===== src/rtl/pipelined_barrel_shifter.sv =====
// Pipelined ARM-style barrel shifter (LSL/LSR/ASR/ROR/RRX) with shifter carry-out.
// Elastic valid/ready pipeline, STAGES register stages deep, carrying an opaque tag.
// Optional synchronous pipeline flush port enabled by defining SHIFTER_FLUSH_EN.
module pipelined_barrel_shifter #(
  parameter int unsigned WIDTH  = 32,
  parameter int unsigned STAGES = 2,
  parameter int unsigned TAG_W  = 4
) (
  input  logic                     clk,
  input  logic                     reset,
`ifdef SHIFTER_FLUSH_EN
  input  logic                     flush,
`endif
  input  logic                     in_valid,
  output logic                     in_ready,
  input  logic [WIDTH-1:0]         register,
  input  logic [$clog2(WIDTH)-1:0] shamt,
  input  logic [1:0]               sh,
  input  logic                     carry_in,
  input  logic [TAG_W-1:0]         tag_in,
  output logic                     out_valid,
  input  logic                     out_ready,
  output logic [WIDTH-1:0]         result,
  output logic                     carry_out,
  output logic [TAG_W-1:0]         tag_out
);

  localparam int unsigned LEVELS = $clog2(WIDTH);

  localparam logic [1:0] ShLsl = 2'b00;
  localparam logic [1:0] ShAsr = 2'b10;
  localparam logic [1:0] ShRor = 2'b11;

  localparam logic [WIDTH-1:0] LsbOne = {{(WIDTH-1){1'b0}}, 1'b1};

  // LSL is computed as a right shift of the bit-reversed operand, then reversed back.
  function automatic logic [WIDTH-1:0] bit_reverse(input logic [WIDTH-1:0] d);
    logic [WIDTH-1:0] r;
    for (int unsigned i = 0; i < WIDTH; i++) begin
      r[i] = d[WIDTH-1-i];
    end
    return r;
  endfunction

  // One log-shifter level: right shift by n with fill chosen by shift type.
  function automatic logic [WIDTH-1:0] shift_right(input logic [WIDTH-1:0] d,
                                                   input int unsigned      n,
                                                   input logic [1:0]       kind);
    logic [WIDTH-1:0] r;
    unique case (kind)
      ShRor:   r = (d >> n) | (d << (WIDTH - n));
      ShAsr:   r = $signed(d) >>> n;
      default: r = d >> n;
    endcase
    return r;
  endfunction

  logic flush_w;

`ifdef SHIFTER_FLUSH_EN
  assign flush_w = flush;
`else
  assign flush_w = 1'b0;
`endif

  for (genvar s = 0; s < STAGES; s++) begin : g_stage
    logic              valid_q, valid_d;
    logic [WIDTH-1:0]  data_q, data_d;
    logic              carry_q, carry_d;
    logic [1:0]        sh_q, sh_d;
    logic [LEVELS-1:0] shamt_q, shamt_d;
    logic [TAG_W-1:0]  tag_q, tag_d;
    logic              adv;

    logic              up_valid;
    logic [WIDTH-1:0]  up_data;
    logic              up_carry;
    logic [1:0]        up_sh;
    logic [LEVELS-1:0] up_shamt;
    logic [TAG_W-1:0]  up_tag;

    logic [WIDTH-1:0]  shf_data;
    logic              shf_carry;

    if (s == 0) begin : g_src
      assign up_valid = in_valid & in_ready;
      assign up_data  = (sh == ShLsl) ? bit_reverse(register) : register;
      assign up_carry = carry_in;
      assign up_sh    = sh;
      assign up_shamt = shamt;
      assign up_tag   = tag_in;
    end else begin : g_src
      assign up_valid = g_stage[s-1].valid_q;
      assign up_data  = g_stage[s-1].data_q;
      assign up_carry = g_stage[s-1].carry_q;
      assign up_sh    = g_stage[s-1].sh_q;
      assign up_shamt = g_stage[s-1].shamt_q;
      assign up_tag   = g_stage[s-1].tag_q;
    end

    if (s == STAGES - 1) begin : g_adv
      assign adv = ~valid_q | out_ready;
    end else begin : g_adv
      assign adv = ~valid_q | g_stage[s+1].adv;
    end

    // Apply the log-shifter levels owned by this stage; carry tracks the last bit shifted out.
    always_comb begin
      shf_data  = up_data;
      shf_carry = up_carry;
      for (int unsigned k = 0; k < LEVELS; k++) begin
        if ((k * STAGES) / LEVELS == int'(s) && up_shamt[k]) begin
          shf_carry = |(shf_data & (LsbOne << ((1 << k) - 1)));
          shf_data  = shift_right(shf_data, 1 << k, up_sh);
        end
      end
      if (s == STAGES - 1) begin
        if (up_sh == ShLsl) begin
          shf_data = bit_reverse(shf_data);
        end else if (up_sh == ShRor && up_shamt == '0) begin
          // RRX: rotate right by one through the incoming C flag.
          shf_carry = shf_data[0];
          shf_data  = {up_carry, shf_data[WIDTH-1:1]};
        end
      end
    end

    // Next-state: flush beats advance; data only loads when a valid op moves in.
    always_comb begin
      valid_d = valid_q;
      data_d  = data_q;
      carry_d = carry_q;
      sh_d    = sh_q;
      shamt_d = shamt_q;
      tag_d   = tag_q;
      if (flush_w) begin
        valid_d = 1'b0;
      end else if (adv) begin
        valid_d = up_valid;
      end
      if (adv && up_valid) begin
        data_d  = shf_data;
        carry_d = shf_carry;
        sh_d    = up_sh;
        shamt_d = up_shamt;
        tag_d   = up_tag;
      end
    end

    // Stage registers, cleared asynchronously so in-flight ops are discarded on reset.
    always_ff @(posedge clk or negedge reset) begin
      if (!reset) begin
        valid_q <= 1'b0;
        data_q  <= '0;
        carry_q <= 1'b0;
        sh_q    <= '0;
        shamt_q <= '0;
        tag_q   <= '0;
      end else begin
        valid_q <= valid_d;
        data_q  <= data_d;
        carry_q <= carry_d;
        sh_q    <= sh_d;
        shamt_q <= shamt_d;
        tag_q   <= tag_d;
      end
    end
  end

  assign in_ready  = g_stage[0].adv & ~flush_w;
  assign out_valid = g_stage[STAGES-1].valid_q;
  assign result    = g_stage[STAGES-1].data_q;
  assign carry_out = g_stage[STAGES-1].carry_q;
  assign tag_out   = g_stage[STAGES-1].tag_q;

endmodule


===== config.mk =====
export PLATFORM = sky130hd
export DESIGN_NAME = pipelined_barrel_shifter
export DESIGN_NICKNAME = d
export VERILOG_FILES = /design/src/rtl/pipelined_barrel_shifter.sv
export SDC_FILE = /design/constraint.sdc
export NUM_CORES = 1
export LEC_CHECK = 0
export BUFFER_PORTS_ARGS = -buffer_cell sky130_fd_sc_hd__buf_2
export CORE_MARGIN = 3
export CORE_UTILIZATION = 40
export DETAILED_ROUTE_END_ITERATION = 10
export SLEW_MARGIN = 5
export SYNTH_ARGS = -nofsm -noshare
export SYNTH_HDL_FRONTEND = slang
export SYNTH_SLANG_ARGS = --single-unit

===== constraint.sdc =====
create_clock -name clk -period 1.7 [get_ports clk]
set_input_delay 0.17 -clock clk [delete_from_list [all_inputs] [get_ports clk]]
set_output_delay 0.17 -clock clk [all_outputs]
set_load 0.01 [all_outputs]

==> results.cfg <==
[critical_path]
cp-end-kind = flip-flop
path_cells = buf_12, or4_4, or3_4, o32ai_2, a221oi_2, a21oi_1
ff2ff_setup_slack_ns = -0.13
cp_top_family = simple AND/OR/NAND/NOR gates
cp_max_fo = 5
worstPathRequired_ns = 1.98
cp_data_arrival_time_ns = 2.10
critPathBufInv = 1
rr_endpoint = result[28]
max_stage_delay_ns = 0.45
reg2reg_depth = 6
rr_startpoint = g_stage[0].shamt_q[3]
crit_cells = 6
crit_type = reg -> reg
startpoint_type = flip-flop
cpMaxStageDelayCell = or4_4

[logic_synthesis]
synth_async_sr_flop_share_pct = 100
avgSynthCellArea_um2 = 9.21
ys.flop_type = dfrtp_1
synthesis.nets = 742
yosysMostFrequentCell = nand2_1
synth_seq_cells = 83
synth_edf_count = 0
synthCells = 694
yosysTopAreaCellShare_pct = 32.5
ys_seq_area_share_pct = 32.5
ys_warn_count = 0
synth_cell_type_count = 59
ys_top_cells_by_count = nand2_1 (101), dfrtp_1 (83), mux2i_1 (61)
synth_area_leaders = dfrtp_1 (32%), mux4_2 (12%), mux2i_1 (9.5%)
yosysTopAreaCell = dfrtp_1
synth_area_um2 = 6390

[sta]
setup_viol = 30
finalCriticalPeriod_ns = 1.83
setup_slack_ns = -0.127
fmax_ghz = 0.547
skew_ns = 0.00773
hold_slack_ns = 0.00952
hold_viol = 0
rsz0062_at_grt = true
tightest_slew_ns = 0.540
max_slew_margin_pct = 64.0
finalCritPeriodShare_pct = 107
slew_viol_final = 0

[cts]
cts_buffers = 9
clock_tree.buffer_depth = 2
clock-sinks = 83
path_clk_slew_ns = 0.06
cts_root_buf = clkbuf_16
cts_tree = built
h-tree-depth = 3
clock_latency_ns = 0.35

[placement]
hpwl_um = 18200
io_buffers = 86
place_area_um2 = 8000
routabilityCongestion = 0.970

[route]
detail-route-antenna-nets = 0
drc = 0
wirelength_um = 24000
via_per_inst = 6.11
routedWlPerCell_um = 21.8
drt_pass1_iterations = 5
vias = 6719
drt_iter0_drc = 529

[floorplanning]
start_util_pct = 41.5
num_rows = 45
ios = 87
die_width_um = 132
die_h_um = 132
die-area_um2 = 17500
core_area_um2 = 15400

[worst_hold_path]
hold_path.startpoint = tag_in[1]
hold_depth = 3
min_delay_worst_endpoint = g_stage[0].tag_q[1]
worst_hold_path_type = in -> reg

[global_routing]
grt.total_usage_pct = 27.1
antenna_found_initial = 0
grt_first_pass_wirelength_um = 37800
overflow = 0
grt_max_degree = 39
grt_pass1_vias = 6566

[finish]
n_antenna_cell = 0
syn_to_final_growth_pct = 41.7
design_area_um2 = 9060
drive_gt1_share_pct = 43.4
nets = 932

[pwr]
ir_drop_uv = 615
p_leak_uw = 0.00389
pwr_density_cell_nw_per_um2 = 1020

[flow_run]
cap_violations = 0

[status]
outcome = complete, but fails checks
failed_checks = setup timing
-- flip-flops by register name, indices dropped and copies added, names as in the netlist --
signal and cells:
g_stage.data_q 32, result 32, g_stage.shamt_q 5, g_stage.tag_q 4, tag_out 4, g_stage.sh_q 2, carry_out 1, g_stage.carry_q 1
g_stage.valid_q 1, out_valid 1
-- worst min-delay path: stages --
cell,delay (ns)
buf_2,0.07
nand2_1,0.04
nand2_1,0.05
-- cell families (layout without fill, tap and decap cells) --
logic type / count (synthesis) / after routing / synth area share [%]
AO/OA/AOI/OAI: 218 / 218 / 23.0
flip-flops: 83 / 83 / 32.5
AND/OR/NAND/NOR: 208 / 208 / 14.6
XOR/XNOR: 1 / 1 / 0.137
buffers and inverters: 71 / 266 / 4.93
multiplexers: 113 / 113 / 24.9
-- report_power, final --
part	total [uW]	switching (uW)	internal, uW
clock	1960	824	1140
combinational	4480	2300	2180
sequential	2830	408	2430
-- how the worst max path moves through the flow --
stage	to	slack [ns]	from
final	result[28]	-0.13	g_stage[0].shamt_q[3]
after global routing	result[27]	-0.24	g_stage[0].shamt_q[3]
after CTS	result[28]	-0.12	g_stage[0].sh_q[0]
after detailed placement	result[17]	-0.42	g_stage[0].shamt_q[3]
after global placement	result[17]	-0.41	g_stage[0].shamt_q[3]
after floorplan	g_stage[0].data_q[0]	-0.05	sh[0]
-- routing by layer --
layer	track usage [%]	share of wire, %	up-vias	wire length (um)
met5	0	0	-	0
met2	44.0	48	290	11600
met3	4.90	5.8	63	1390
met1	36.1	42	3323	10200
met4	10.6	3.5	0	840
li1	-	-	3043	-
-- what timing repair did --
item,CTS,global route
pin swaps,14,23
endpoints found under the setup margin,34,37
buffers inserted,9,11
endpoints found under the hold margin,35,0
gates cloned,2,2
hold buffers,1,0
resized for setup,68,55
-- cell usage in the layout, fill, tap and decap left out, types with 4 or more instances in the layout --
| cell type | instances |
|---|---|
| mux2_2 | 12 |
| mux2i_2 | 4 |
| o211ai_1 | 8 |
| nor2_4 | 5 |
| a2bb2oi_2 | 6 |
| o221ai_1 | 23 |
| a21oi_1 | 42 |
| o21a_1 | 6 |
| o21ai_1 | 22 |
| o22ai_1 | 6 |
| nor2_1 | 47 |
| a211oi_1 | 12 |
| a221o_1 | 6 |
| nand2_1 | 101 |
| buf_6 | 14 |
| nand2b_1 | 4 |
| nor2b_1 | 11 |
| a31oi_1 | 14 |
| buf_12 | 15 |
| mux2_4 | 5 |
| buf_2 | 85 |
| nor3_1 | 6 |
| a21oi_2 | 10 |
| a22oi_2 | 7 |
| mux4_2 | 35 |
| o21ai_0 | 15 |
| clkbuf_16 | 11 |
| mux2i_1 | 53 |
| mux2i_4 | 4 |
| a22oi_1 | 6 |
| dfrtp_1 | 80 |
| buf_4 | 124 |
-- metrics by stage --
step           instances  utilization [%]  TNS [ns]  power [uW]  worst slack, ns
6_report            1100             58.8     -2.20        9280           -0.127
5_1_grt             1100             58.8     -4.23        9760           -0.238
4_1_cts             1087             56.4     -1.69        8970           -0.118
3_5_place_dp        1059             51.8     -6.82        6620           -0.416
3_3_place_gp        1059             51.8     -5.48        6580           -0.412
2_1_floorplan        694                -    -0.266        4830          -0.0491
-- final cells by class --
| type | instances | area [um^2] |
|---|---|---|
| Inverter | 6 | 26.3 |
| Clock buffer | 10 | 229 |
| Timing Repair Buffer | 244 | 1950 |
| Fill cell | 1415 | 6360 |
| Multi-Input combinational cell | 540 | 4450 |
| Tap cell | 211 | 264 |
| Clock inverter | 6 | 65.1 |
| Sequential cell | 83 | 2080 |
Power figures use the tool's default switching activity.
